===== src/rtl/mux_uart.sv =====
// Memory-mapped 8N1 serial port: status at BASE_ADDR, data at BASE_ADDR+1, combinational reads.
// Define MUX_UART_RXFIFO_EN for an RX_FIFO_DEPTH-entry receive FIFO instead of a single holding register.
module mux_uart #(
    parameter logic [15:0] BASE_ADDR     = 16'hF200,
    parameter int          CLKS_PER_BIT  = 16,
    parameter int          RX_FIFO_DEPTH = 4
) (
    input  logic        clock,
    input  logic        reset,
    input  logic [15:0] address,
    input  logic        write_en,
    input  logic        read_en,
    input  logic [7:0]  data_in,
    output logic [7:0]  data_out,
    output logic        sel,
    output logic        txd,
    input  logic        rxd,
    output logic [1:0]  o_dbg_tx_state,
    output logic [2:0]  o_dbg_rx_state
);
    localparam int TW = $clog2(CLKS_PER_BIT);
    localparam logic [TW-1:0] BIT_LAST  = TW'(CLKS_PER_BIT - 1);
    localparam logic [TW-1:0] HALF_LAST = TW'(CLKS_PER_BIT / 2 - 1);

    if (CLKS_PER_BIT < 4 || (CLKS_PER_BIT % 2) != 0 ||
        RX_FIFO_DEPTH < 1 || (RX_FIFO_DEPTH & (RX_FIFO_DEPTH - 1)) != 0) begin : g_cfg_check
        $error("mux_uart: unsupported CLKS_PER_BIT or RX_FIFO_DEPTH");
    end

    typedef enum logic [1:0] {TX_IDLE, TX_START, TX_DATA, TX_STOP} tx_state_t;
    typedef enum logic [2:0] {RX_IDLE, RX_START, RX_DATA, RX_STOP, RX_BREAK} rx_state_t;

    logic w_sel_stat, w_sel_data, w_wr_data, w_rd_stat, w_rd_data;
    logic [7:0] w_status, w_rx_head;
    logic w_rx_avail, w_pop, w_push, w_ovr_set, w_ferr_set;
    logic r_ovr, r_ferr;

    assign w_sel_stat = (address == BASE_ADDR);
    assign w_sel_data = (address == 16'(BASE_ADDR + 16'd1));
    assign sel        = w_sel_stat | w_sel_data;
    assign w_wr_data  = write_en & w_sel_data;
    // A write in the same cycle suppresses any read side effect.
    assign w_rd_stat  = read_en & w_sel_stat & ~write_en;
    assign w_rd_data  = read_en & w_sel_data & ~write_en;

    // ---------------- transmit ----------------
    tx_state_t r_tx_state, w_tx_state_nx;
    logic [TW-1:0] r_tx_timer, w_tx_timer_nx;
    logic [2:0] r_tx_bit, w_tx_bit_nx;
    logic [7:0] r_tx_shift, w_tx_shift_nx, r_tx_hold;
    logic r_txd, w_txd_nx, r_tx_full, w_tx_load;

    always_comb begin
        w_tx_state_nx = r_tx_state;
        w_tx_timer_nx = r_tx_timer;
        w_tx_bit_nx   = r_tx_bit;
        w_tx_shift_nx = r_tx_shift;
        w_txd_nx      = r_txd;
        w_tx_load     = 1'b0;
        case (r_tx_state)
            TX_IDLE: begin
                w_tx_timer_nx = '0;
                w_txd_nx      = 1'b1;
                w_tx_load     = r_tx_full;
            end
            TX_START: begin
                if (r_tx_timer == BIT_LAST) begin
                    w_tx_timer_nx = '0;
                    w_tx_bit_nx   = '0;
                    w_tx_state_nx = TX_DATA;
                    w_txd_nx      = r_tx_shift[0];
                end else begin
                    w_tx_timer_nx = r_tx_timer + TW'(1);
                end
            end
            TX_DATA: begin
                if (r_tx_timer == BIT_LAST) begin
                    w_tx_timer_nx = '0;
                    if (r_tx_bit == 3'd7) begin
                        w_tx_state_nx = TX_STOP;
                        w_txd_nx      = 1'b1;
                    end else begin
                        w_tx_bit_nx   = r_tx_bit + 3'd1;
                        w_tx_shift_nx = {1'b0, r_tx_shift[7:1]};
                        w_txd_nx      = r_tx_shift[1];
                    end
                end else begin
                    w_tx_timer_nx = r_tx_timer + TW'(1);
                end
            end
            TX_STOP: begin
                if (r_tx_timer == BIT_LAST) begin
                    w_tx_timer_nx = '0;
                    w_tx_state_nx = TX_IDLE;
                    // A byte already waiting starts straight after the stop bit.
                    w_tx_load     = r_tx_full;
                end else begin
                    w_tx_timer_nx = r_tx_timer + TW'(1);
                end
            end
            default: w_tx_state_nx = TX_IDLE;
        endcase
        if (w_tx_load) begin
            w_tx_shift_nx = r_tx_hold;
            w_tx_state_nx = TX_START;
            w_tx_timer_nx = '0;
            w_txd_nx      = 1'b0;
        end
    end

    always_ff @(posedge clock or negedge reset) begin
        if (!reset) begin
            r_tx_state <= TX_IDLE;
            r_tx_timer <= '0;
            r_tx_bit   <= '0;
            r_tx_shift <= '0;
            r_txd      <= 1'b1;
            r_tx_hold  <= '0;
            r_tx_full  <= 1'b0;
        end else begin
            r_tx_state <= w_tx_state_nx;
            r_tx_timer <= w_tx_timer_nx;
            r_tx_bit   <= w_tx_bit_nx;
            r_tx_shift <= w_tx_shift_nx;
            r_txd      <= w_txd_nx;
            if (w_wr_data && !r_tx_full) r_tx_hold <= data_in;
            if (w_tx_load)      r_tx_full <= 1'b0;
            else if (w_wr_data) r_tx_full <= 1'b1;
        end
    end

    assign txd = r_txd;

    // ---------------- receive ----------------
    rx_state_t r_rx_state, w_rx_state_nx;
    logic [TW-1:0] r_rx_timer, w_rx_timer_nx;
    logic [2:0] r_rx_bit, w_rx_bit_nx;
    logic [7:0] r_rx_shift, w_rx_shift_nx;
    logic r_rx_s1, r_rx_s2;

    always_comb begin
        w_rx_state_nx = r_rx_state;
        w_rx_timer_nx = r_rx_timer;
        w_rx_bit_nx   = r_rx_bit;
        w_rx_shift_nx = r_rx_shift;
        w_push        = 1'b0;
        w_ferr_set    = 1'b0;
        case (r_rx_state)
            RX_IDLE: begin
                w_rx_timer_nx = '0;
                if (!r_rx_s2) w_rx_state_nx = RX_START;
            end
            RX_START: begin
                if (r_rx_timer == HALF_LAST) begin
                    w_rx_timer_nx = '0;
                    w_rx_bit_nx   = '0;
                    w_rx_state_nx = r_rx_s2 ? RX_IDLE : RX_DATA;
                end else begin
                    w_rx_timer_nx = r_rx_timer + TW'(1);
                end
            end
            RX_DATA: begin
                if (r_rx_timer == BIT_LAST) begin
                    w_rx_timer_nx = '0;
                    w_rx_shift_nx = {r_rx_s2, r_rx_shift[7:1]};
                    if (r_rx_bit == 3'd7) w_rx_state_nx = RX_STOP;
                    else                  w_rx_bit_nx   = r_rx_bit + 3'd1;
                end else begin
                    w_rx_timer_nx = r_rx_timer + TW'(1);
                end
            end
            RX_STOP: begin
                if (r_rx_timer == BIT_LAST) begin
                    w_rx_timer_nx = '0;
                    w_push        = r_rx_s2;
                    w_ferr_set    = ~r_rx_s2;
                    w_rx_state_nx = r_rx_s2 ? RX_IDLE : RX_BREAK;
                end else begin
                    w_rx_timer_nx = r_rx_timer + TW'(1);
                end
            end
            RX_BREAK: if (r_rx_s2) w_rx_state_nx = RX_IDLE;
            default:  w_rx_state_nx = RX_IDLE;
        endcase
    end

    always_ff @(posedge clock or negedge reset) begin
        if (!reset) begin
            r_rx_s1    <= 1'b1;
            r_rx_s2    <= 1'b1;
            r_rx_state <= RX_IDLE;
            r_rx_timer <= '0;
            r_rx_bit   <= '0;
            r_rx_shift <= '0;
            r_ovr      <= 1'b0;
            r_ferr     <= 1'b0;
        end else begin
            r_rx_s1    <= rxd;
            r_rx_s2    <= r_rx_s1;
            r_rx_state <= w_rx_state_nx;
            r_rx_timer <= w_rx_timer_nx;
            r_rx_bit   <= w_rx_bit_nx;
            r_rx_shift <= w_rx_shift_nx;
            // A new error in the same cycle as a status read is kept, not lost.
            if (w_ovr_set)      r_ovr <= 1'b1;
            else if (w_rd_stat) r_ovr <= 1'b0;
            if (w_ferr_set)     r_ferr <= 1'b1;
            else if (w_rd_stat) r_ferr <= 1'b0;
        end
    end

`ifdef MUX_UART_RXFIFO_EN
    localparam int AW = $clog2(RX_FIFO_DEPTH);
    logic [7:0] r_mem [RX_FIFO_DEPTH];
    logic [AW-1:0] r_wp, r_rp;
    logic [AW:0] r_cnt;
    logic w_rx_full, w_push_ok;

    assign w_rx_avail = (r_cnt != '0);
    assign w_rx_full  = (r_cnt == (AW+1)'(RX_FIFO_DEPTH));
    assign w_pop      = w_rd_data & w_rx_avail;
    assign w_push_ok  = w_push & (~w_rx_full | w_pop);
    assign w_ovr_set  = w_push & w_rx_full & ~w_pop;
    assign w_rx_head  = w_rx_avail ? r_mem[r_rp] : 8'h00;

    always_ff @(posedge clock) begin
        if (w_push_ok) r_mem[r_wp] <= r_rx_shift;
    end

    always_ff @(posedge clock or negedge reset) begin
        if (!reset) begin
            r_wp  <= '0;
            r_rp  <= '0;
            r_cnt <= '0;
        end else begin
            if (w_push_ok) r_wp <= r_wp + AW'(1);
            if (w_pop)     r_rp <= r_rp + AW'(1);
            case ({w_push_ok, w_pop})
                2'b10:   r_cnt <= r_cnt + (AW+1)'(1);
                2'b01:   r_cnt <= r_cnt - (AW+1)'(1);
                default: r_cnt <= r_cnt;
            endcase
        end
    end
`else
    logic [7:0] r_rx_hold;
    logic r_rx_avail, w_push_ok;

    assign w_rx_avail = r_rx_avail;
    assign w_pop      = w_rd_data & r_rx_avail;
    assign w_push_ok  = w_push & (~r_rx_avail | w_pop);
    assign w_ovr_set  = w_push & r_rx_avail & ~w_pop;
    assign w_rx_head  = r_rx_avail ? r_rx_hold : 8'h00;

    always_ff @(posedge clock or negedge reset) begin
        if (!reset) begin
            r_rx_hold  <= '0;
            r_rx_avail <= 1'b0;
        end else if (w_push_ok) begin
            r_rx_hold  <= r_rx_shift;
            r_rx_avail <= 1'b1;
        end else if (w_pop) begin
            r_rx_avail <= 1'b0;
        end
    end
`endif

    assign w_status = {4'b0000, r_ferr, r_ovr, ~r_tx_full, w_rx_avail};

    always_comb begin
        data_out = 8'h00;
        if (w_sel_stat)      data_out = w_status;
        else if (w_sel_data) data_out = w_rx_head;
    end

    assign o_dbg_tx_state = r_tx_state;
    assign o_dbg_rx_state = r_rx_state;
endmodule


===== config.mk =====
export PLATFORM = sky130hd
export DESIGN_NAME = mux_uart
export DESIGN_NICKNAME = d
export VERILOG_FILES = /design/src/rtl/mux_uart.sv
export SDC_FILE = /design/constraint.sdc
export NUM_CORES = 1
export LEC_CHECK = 0
export CAP_MARGIN = 0
export CELL_PAD_IN_SITES_DETAIL_PLACEMENT = 0
export CELL_PAD_IN_SITES_GLOBAL_PLACEMENT = 1
export CORE_MARGIN = 2
export CORE_UTILIZATION = 45
export DETAILED_ROUTE_END_ITERATION = 7
export PLACE_DENSITY = 0.93
export RECOVER_POWER = 100
export SETUP_SLACK_MARGIN = 0.2
export SYNTH_ARGS = -nofsm -noshare
export SYNTH_HDL_FRONTEND = slang
export SYNTH_SLANG_ARGS = --single-unit

===== constraint.sdc =====
create_clock -name clock -period 8.85 [get_ports clock]
set_input_delay 2.655 -clock clock [delete_from_list [all_inputs] [get_ports clock]]
set_output_delay 2.655 -clock clock [all_outputs]
set_load 0.01 [all_outputs]

Word level (Yosys, flattened, before mapping) --
Cells that the tools add are included.
Word-level totals: bits in registers 58, input bits 29, output and inout bits 15, word-level logic and storage cells 144
Operators by class: $add $sub $neg 4, eq/ne operators 29, mux-type cells 54, bitwise logic cells 16, reduce and logical (&&, ||, !) cells 24
Operators by type and width (number):
- 2-to-1 mux 8 bit | 7
- 2-to-1 mux 3 bit | 13
- == test 16 bit, second input constant | 2
- != test 2 bit, second input constant | 11
- 2-to-1 mux 1 bit | 16
- 2-to-1 mux 4 bit | 4
- nonzero test 2 bit | 8
- case mux 3 bit (5 select lines) | 1
- 2-to-1 mux 2 bit | 6
- != test 3 bit, second input constant | 4
- case mux 3 bit (2 select lines) | 2
- case mux 4 bit (3 select lines) | 1
- AND 1 bit | 9
- == test 3 bit, second input constant | 3
- adder 4 x 1 -> 4 bit, second input constant | 2
- == test 4 bit, second input constant | 2
- case mux 4 bit (2 select lines) | 1
- AND reduction 4 bit | 2
- nonzero test 4 bit | 2
- adder 3 x 1 -> 3 bit, second input constant | 2
- == test 3 x 2 -> 1 bit, second input constant | 2
- case mux 2 bit (3 select lines) | 1
- AND reduction 3 bit | 2
- AND reduction 6 bit | 1
- other kinds (17) | 23

Depth between registers and ports, before layout --
Gate-level depths: netlist of run 1.
word-level depth 7, depth in mapped cells 8, depth with buffers taken out 6

Worst setup path after synthesis of run 1 --
No wires, ideal clock.
path kind in2out, from in address[8], to out data_out[4], arrival time 4.157 ns, slack 2.038 ns, stages 5, buffers on the path 1, cells stage by stage or4b_4 or4_4 buf_6 nor2_2 and2_1
Between the ends: longest elaborated chain between the ends 3
RTL lines:
- start: declaration | RTL line 10 | input logic [15:0] address,
- == test 16 bit | RTL line 39 | assign w_sel_data = (address == 16'(BASE_ADDR + 16'd1));
- 2-to-1 mux 8 bit | RTL line 273 | else if (w_sel_data) data_out = w_rx_head;
- 2-to-1 mux 8 bit * | RTL line 272 | if (w_sel_stat) data_out = w_status;
- end: declaration | RTL line 14 | output logic [7:0] data_out,
Every way passes the cells marked *; elsewhere a longest branch is shown, timed or not.

Worst setup path in the final report of run 1 --
from in address[14], to out data_out[7]
The elaborated chain is that of the path after synthesis.

==> summary.txt, run 1 <==
Worst setup path
  • Crit path arrival time: approximately 5400 ps
  • Data required time of the critical path: 6200 ps
  • Critical path class: in2out
  • R2R cell count: 5
  • Crit start category: input port
  • R2R Setup Slk: approximately 6800 ps
  • Reg-to-reg endpoint: r_tx_shift[0]
  • CP max FO: 9
  • RR Startpoint: o_dbg_tx_state[0]
  • Crit path capture type: output pin

Routing
  • Post-route ant nets: 0
  • Post-DR vias/cell: 5.40
  • First-pass DRT Iterations: 4
  • WL per Instance: ~15 µm
  • Initial DRC count: 148
  • Routed Wire Length: 5670 µm
  • Via Count: 2101
  • DRC violation count after routing: 0

Clock tree
  • CTS Buffer Depth: 2
  • # Post-CTS Setup Buffers: 0
  • Clock transition at path regs: roughly 60 ps
  • Clock root buffer: clkbuf_8
  • Clk_lat worst skew: about 330 ps
  • Post-CTS resize count: 0
  • TritonCTS Sinks: 58
  • H-tree level count: 3
  • TritonCTS clock tree: built
  • Total CTS buffers: 9
  • Hold Buf Count CTS: 0

Timing
  • Final period util: 91.0%
  • Fmax: between 0.1 and 0.15 GHz
  • Slew Limit Fails: 59
  • Worst-margin pin slew: 3070 ps
  • Slew margin rel.: -104%
  • Worst Clk Skew: 5.72 ps
  • RSZ-0062 raised after global routing: false
  • Final setup TNS: 0 ps
  • Minimum clock period: 8050 ps
  • Fin. Hold Viols: 0
  • Final setup violation count: 0

Synthesis
  • Register area share after synthesis: 50.4%
  • Syn avg cell area: 10.9 µm²
  • XOR/XNOR Fraction of Synth Area: 0.607%
  • Largest cells by area after synthesis: dfrtp_1, mux2_2, ha_1
  • Register bit total from synthesis: just under 60
  • Synth warn: 0
  • Area fraction of the dominant cell type after synthesis: 47.7%
  • Synth Area in Adders: between 5 and 6%
  • Synth Area in Compound Gates: 9.93%
  • Simple-gate share of the synthesized area: 16.4%
  • Synthesized netlist cell count: 266
  • Fraction of synthesized area in multiplexers: 14.3%
  • Syn Nets: 307
  • Synth cell count leaders: dfrtp_1, nand2_1, mux2_2
  • Post-synth EDFFs: 0
  • Synthesized area: 0.00289 mm²
  • Post-synth top area cell: dfrtp_1
  • Largest family of logic cells by synthesized area: simple AND/OR/NAND/NOR gates
  • Synth async-reset ratio: 100%
  • Count leader, synth: dfrtp_1
  • Post-synth cell types: 46
  • Synth Flop Type: dfrtp_1

Power and ir drop
  • Peak supply drop: 98.1 µV
  • Clock Power Share: 34.8%
  • Pleak: 1.67 nW
  • Internal power: between 400 and 500 µW
  • Power Density: 175 mW/mm²
  • Sequential Power Share: 51.1%
  • Net Sw Frac: between 20% and 30%
  • P_sw: 170 µW
  • Gate power share: 14.0%
  • Total power: slightly above 600 µW

Finish
  • Multi-input gate area: about 0.0013 mm²
  • Layout area overhead: 21.4%
  • Storage cell area: between 0.001 and 0.0015 mm²
  • Fin nets: around 350
  • Design area: around 0.0035 mm²
  • Share of cells above drive strength 1: 16.0%
  • Antenna diode instance count: 0
  • # fillers: 585

Place
  • Post-DP Area: 0.00336 mm²
  • # port buffers: between 40 and 50
  • Post-DP HPWL: 4070 µm
  • Global placement routability congestion: 0.759

Floorplanning
  • Cell Rows: 29
  • Core area: 0.00628 mm²
  • DIE WIDTH: 84.1 µm
  • Die Area: 0.00707 mm²
  • # IOs: 44
  • Die H: 84.1 µm
  • Initial Util: between 40 and 50%

Global route
  • Global-route wire length before repair: 9850 µm
  • Gr usage total: 17.8%
  • Grt ovf: 0
  • Vias in the first global route: 2070
  • Largest net degree at the start of global routing: 59
  • Initial antenna violation count: 0

Min path
  • Worst min-delay path endpoint: r_rx_s2
  • Worst Hold Class: reg2reg
  • HP Start: r_rx_s1
  • Hold Path Cell Cnt: 0

Flow run
  • Max cap viols: 1

Status
  • Failing checks: capacitance limit, slew limit
  • Outcome: complete, but fails checks
## stage by stage
stage | worst slack, ps | hold WS (ps) | utilization, % | instances
after floorplan | 2040 | 345 | - | 266
after global placement | 1110 | 346 | 53.5 | 374
after detailed placement | 1080 | 348 | 53.5 | 374
after CTS | 1060 | 357 | 56.2 | 389
after global routing | 668 | 369 | 55.8 | 389
final | 798 | 359 | 55.8 | 389
## cell usage in the layout, fill, tap and decap left out, types with 2 or more instances in the layout
| master | instances |
|---|---|
| xnor2_1 | 2 |
| nand4b_1 | 4 |
| and2_1 | 4 |
| o31ai_1 | 2 |
| or2_2 | 2 |
| clkbuf_1 | 2 |
| clkinv_2 | 3 |
| nor3_1 | 8 |
| mux2i_1 | 11 |
| clkdlybuf4s50_1 | 26 |
| or4_1 | 2 |
| dfrtp_1 | 55 |
| a31oi_1 | 3 |
| dfstp_2 | 3 |
| mux2_2 | 27 |
| dlygate4sd3_1 | 16 |
| a22o_1 | 4 |
| nor2_1 | 18 |
| nor4_1 | 2 |
| a41o_1 | 2 |
| inv_1 | 8 |
| nand3_1 | 7 |
| nand2_1 | 29 |
| clkbuf_8 | 11 |
| ha_1 | 12 |
| a21oi_1 | 8 |
| a21o_1 | 2 |
| nand2b_1 | 3 |
| and3_1 | 2 |
| o21ai_0 | 19 |
## sequential cells by signal, summed over array words and instances (netlist names)
name            count
r_rx_shift          8
r_tx_full           1
o_dbg_rx_state      3
r_tx_hold           8
r_rx_avail          1
r_tx_timer          4
r_rx_s1             1
r_rx_hold           8
r_rx_bit            3
o_dbg_tx_state      2
r_ovr               1
r_ferr              1
r_tx_shift          8
txd                 1
r_rx_s2             1
r_rx_timer          4
r_tx_bit            3
## logic make-up after synthesis
family | Yosys count
AO/OA/AOI/OAI | 46
AND/OR/NAND/NOR | 89
adder cells (fa/ha/maj) | 12
buffers and inverters | 21
XOR/XNOR | 2
multiplexers | 38
flip-flops | 58
## per-layer routing
layer	wire length, µm	vias to the layer above	track usage [%]
met4	70	0	8.21
met2	2730	44	26.6
li1	-	1036	-
met3	263	5	5.64
met1	2610	1016	23.5
met5	0	-	0
## worst max path at each step
stage                      from          end  slack [ps]  cells after the start
finish              address[14]  data_out[7]         800                      6
global route        address[14]  data_out[7]         670                      6
CTS                  address[8]  data_out[7]        1060                      6
detailed placement   address[8]  data_out[7]        1080                      6
global placement     address[8]  data_out[6]        1110                      6
floorplan            address[8]  data_out[4]        2040                      5
## power groups by stage
stage               clock (mW)  combinational [mW]  sequential [mW]
floorplan                    0              0.0653            0.305
detailed placement           0              0.0900            0.319
finish                   0.214              0.0862            0.314
global route             0.231              0.0997            0.319
CTS                      0.218              0.0898            0.314
global placement             0              0.0875            0.319
## worst max-delay path: stages
cell	delay (ps)
dlygate4sd3_1	520
or3b_2	470
or4_1	710
nor2_1	270
and2_1	160
dlygate4sd3_1	610
## area by class of cell
type,instances,share of cell area [%]
flip-flops and latches,58,41.5
multi-input cells,187,37.8
repair buffers,44,12.3
clock buffers,12,4.43
well taps,77,2.75
inverters,8,0.857
clock inverters,3,0.429
Note: power is estimated with default switching activity, not from simulation.
==> run 2: changes to the inputs <==
--- a/config.mk
+++ b/config.mk
@@ -14,6 +14,7 @@
 export PLACE_DENSITY = 0.93
 export RECOVER_POWER = 100
 export SETUP_SLACK_MARGIN = 0.2
+export SLEW_MARGIN = 20
 export SYNTH_ARGS = -nofsm -noshare
 export SYNTH_HDL_FRONTEND = slang
 export SYNTH_SLANG_ARGS = --single-unit
==> results of run 2 <==
No change in the layout: final DEF, timing and power equal those of run 1.
==> run 3: changes to the inputs <==
==> constraint.sdc (replaced) <==
create_clock -name clock -period 9.4 [get_ports clock]
set_input_delay 2.82 -clock clock [delete_from_list [all_inputs] [get_ports clock]]
set_output_delay 2.82 -clock clock [all_outputs]
set_load 0.01 [all_outputs]
==> summary.txt, run 3 (synthesis results as in run 1) <==
Clock tree
  • H-tree level count: 3
  • Clock root buffer: clkbuf_8
  • Hold Buf Count CTS: 0
  • Total CTS buffers: 9
  • Clock transition at path regs: 60 ps
  • CTS Buffer Depth: 2
  • TritonCTS Sinks: 58
  • Post-CTS resize count: 0
  • TritonCTS clock tree: built
  • Clk_lat worst skew: 330 ps
  • # Post-CTS Setup Buffers: 0

Routing
  • Post-route ant nets: 0
  • Initial DRC count: 168
  • Post-DR vias/cell: roughly 5.4
  • DRC violation count after routing: 0
  • WL per Instance: around 15 µm
  • Routed Wire Length: between 5000 and 6000 µm
  • First-pass DRT Iterations: 5
  • Via Count: 2117

Finish
  • Most frequent cells in the layout: dfrtp_1, nand2_1, mux2_2, clkdlybuf4s50_1, o21ai_0
  • Non-Filler Instances: a little under 400
  • Most common cell after layout, fill and taps aside: dfrtp_1
  • Antenna diode instance count: 0
  • Layout area overhead: 21.4%
  • Post-layout util: between 50% and 60%
  • Share of cells above drive strength 1: 16.0%
  • Fin nets: 349

Floorplanning
  • Die Area: 0.00707 mm²
  • DIE WIDTH: 84.1 µm
  • Core area: 0.00628 mm²
  • Cell Rows: 29
  • # IOs: 44
  • Initial Util: approximately 46%
  • Die H: 84.1 µm

Global route
  • Vias in the first global route: 1971
  • Gr usage total: 17.7%
  • Largest net degree at the start of global routing: 59
  • Initial antenna violation count: 0
  • Grt ovf: 0
  • Global-route wire length before repair: slightly below 10000 µm

Power and ir drop
  • Power Density: around 160 mW/mm²
  • Total power: 578 µW
  • Peak supply drop: 119 µV
  • Pleak: 1.66 nW

Flow run
  • Max cap viols: 1

Timing
  • RSZ-0062 raised after global routing: false
  • Final setup violation count: 0
  • Worst Clk Skew: 5.54 ps
  • Fin. Hold Viols: 0
  • Final setup TNS: 0 ps
  • Worst-margin pin slew: 3090 ps
  • Slew Limit Fails: 59
  • Worst hold slack: 355 ps
  • Fmax: around 0.12 GHz
  • Minimum clock period: about 8400 ps
  • Final period util: 89.5%
  • Slew margin rel.: -106%

Worst setup path
  • CP max FO: 9
  • Reg-to-reg endpoint: r_tx_shift[0]
  • Crit path capture type: output pin
  • Data required time of the critical path: 6580 ps
  • R2R cell count: 5
  • Crit start category: input port
  • Worst Setup SP: address[14]
  • Crit path arrival time: 5590 ps
  • CP endpoint: data_out[7]
  • RR Startpoint: o_dbg_tx_state[0]
  • R2R Setup Slk: ~7400 ps
  • Critical path class: in2out

Min path
  • Worst Hold Class: reg2reg

Place
  • Post-DP HPWL: slightly above 4000 µm
  • Dpl cells: between 300 and 400
  • Global placement routability congestion: 0.759
  • # port buffers: 43

Status
  • Outcome: complete, but fails checks
  • Failing checks: capacitance limit, slew limit
run 3: changes by cell type in the layout (fill, tap and decap cells not counted):
cell / before / now
and2_0: 0 / 1
o21ai_0: 19 / 20
and2_1: 4 / 3
clkdlybuf4s50_1: 26 / 27
dlygate4sd3_1: 16 / 15
o21ai_1: 1 / 0
run 3: layer usage:
metal | global-route usage [%] | part of all wire (%) | vias to the layer above
li1 | - | - | 1036
met1 | 24.2 | 47 | 1033
met2 | 25.2 | 47 | 39
met3 | 5.74 | 4.0 | 9
met4 | 8.80 | 1.8 | 0
met5 | 0 | 0 | -
run 3: worst min path at each step:
| stage | startpoint | to | slack, ps | cells past startpoint |
|---|---|---|---|---|
| 6_report | r_rx_s1 | r_rx_s2 | 360 | 0 |
| 5_1_grt | r_rx_s1 | r_rx_s2 | 370 | 0 |
| 4_1_cts | r_rx_s1 | r_rx_s2 | 360 | 0 |
| 3_5_place_dp | r_rx_s1 | r_rx_s2 | 350 | 0 |
| 3_3_place_gp | r_rx_s1 | r_rx_s2 | 350 | 0 |
| 2_1_floorplan | r_rx_s1 | r_rx_s2 | 350 | 0 |
run 3: cell type report:
| class | count | area, µm² |
|---|---|---|
| Clock inverter | 3 | 15.0 |
| Sequential cell | 58 | 1460 |
| Timing Repair Buffer | 44 | 429 |
| Inverter | 8 | 30.0 |
| Multi-Input combinational cell | 187 | 1320 |
| Clock buffer | 12 | 155 |
| Tap cell | 77 | 96.3 |
| Fill cell | 576 | 2770 |
run 3: critical path, stage by stage:
cell and delay (ps):
dlygate4sd3_1 520, or3b_2 470, or4_1 710, nor2_1 290
and2_1 160, dlygate4sd3_1 610
run 3: where the power goes:
| part | switching [mW] | leakage, nW | internal [mW] |
|---|---|---|---|
| sequential | 0.0293 | 0.776 | 0.267 |
| combinational | 0.0376 | 0.795 | 0.0436 |
| clock | 0.0932 | 0.0920 | 0.107 |
run 3: metrics by stage:
step	area [µm²]	worst slack, ps
5_1_grt	3500	851
6_report	3500	990
3_3_place_gp	3360	1330
4_1_cts	3530	1270
3_5_place_dp	3360	1290
2_1_floorplan	2890	2260
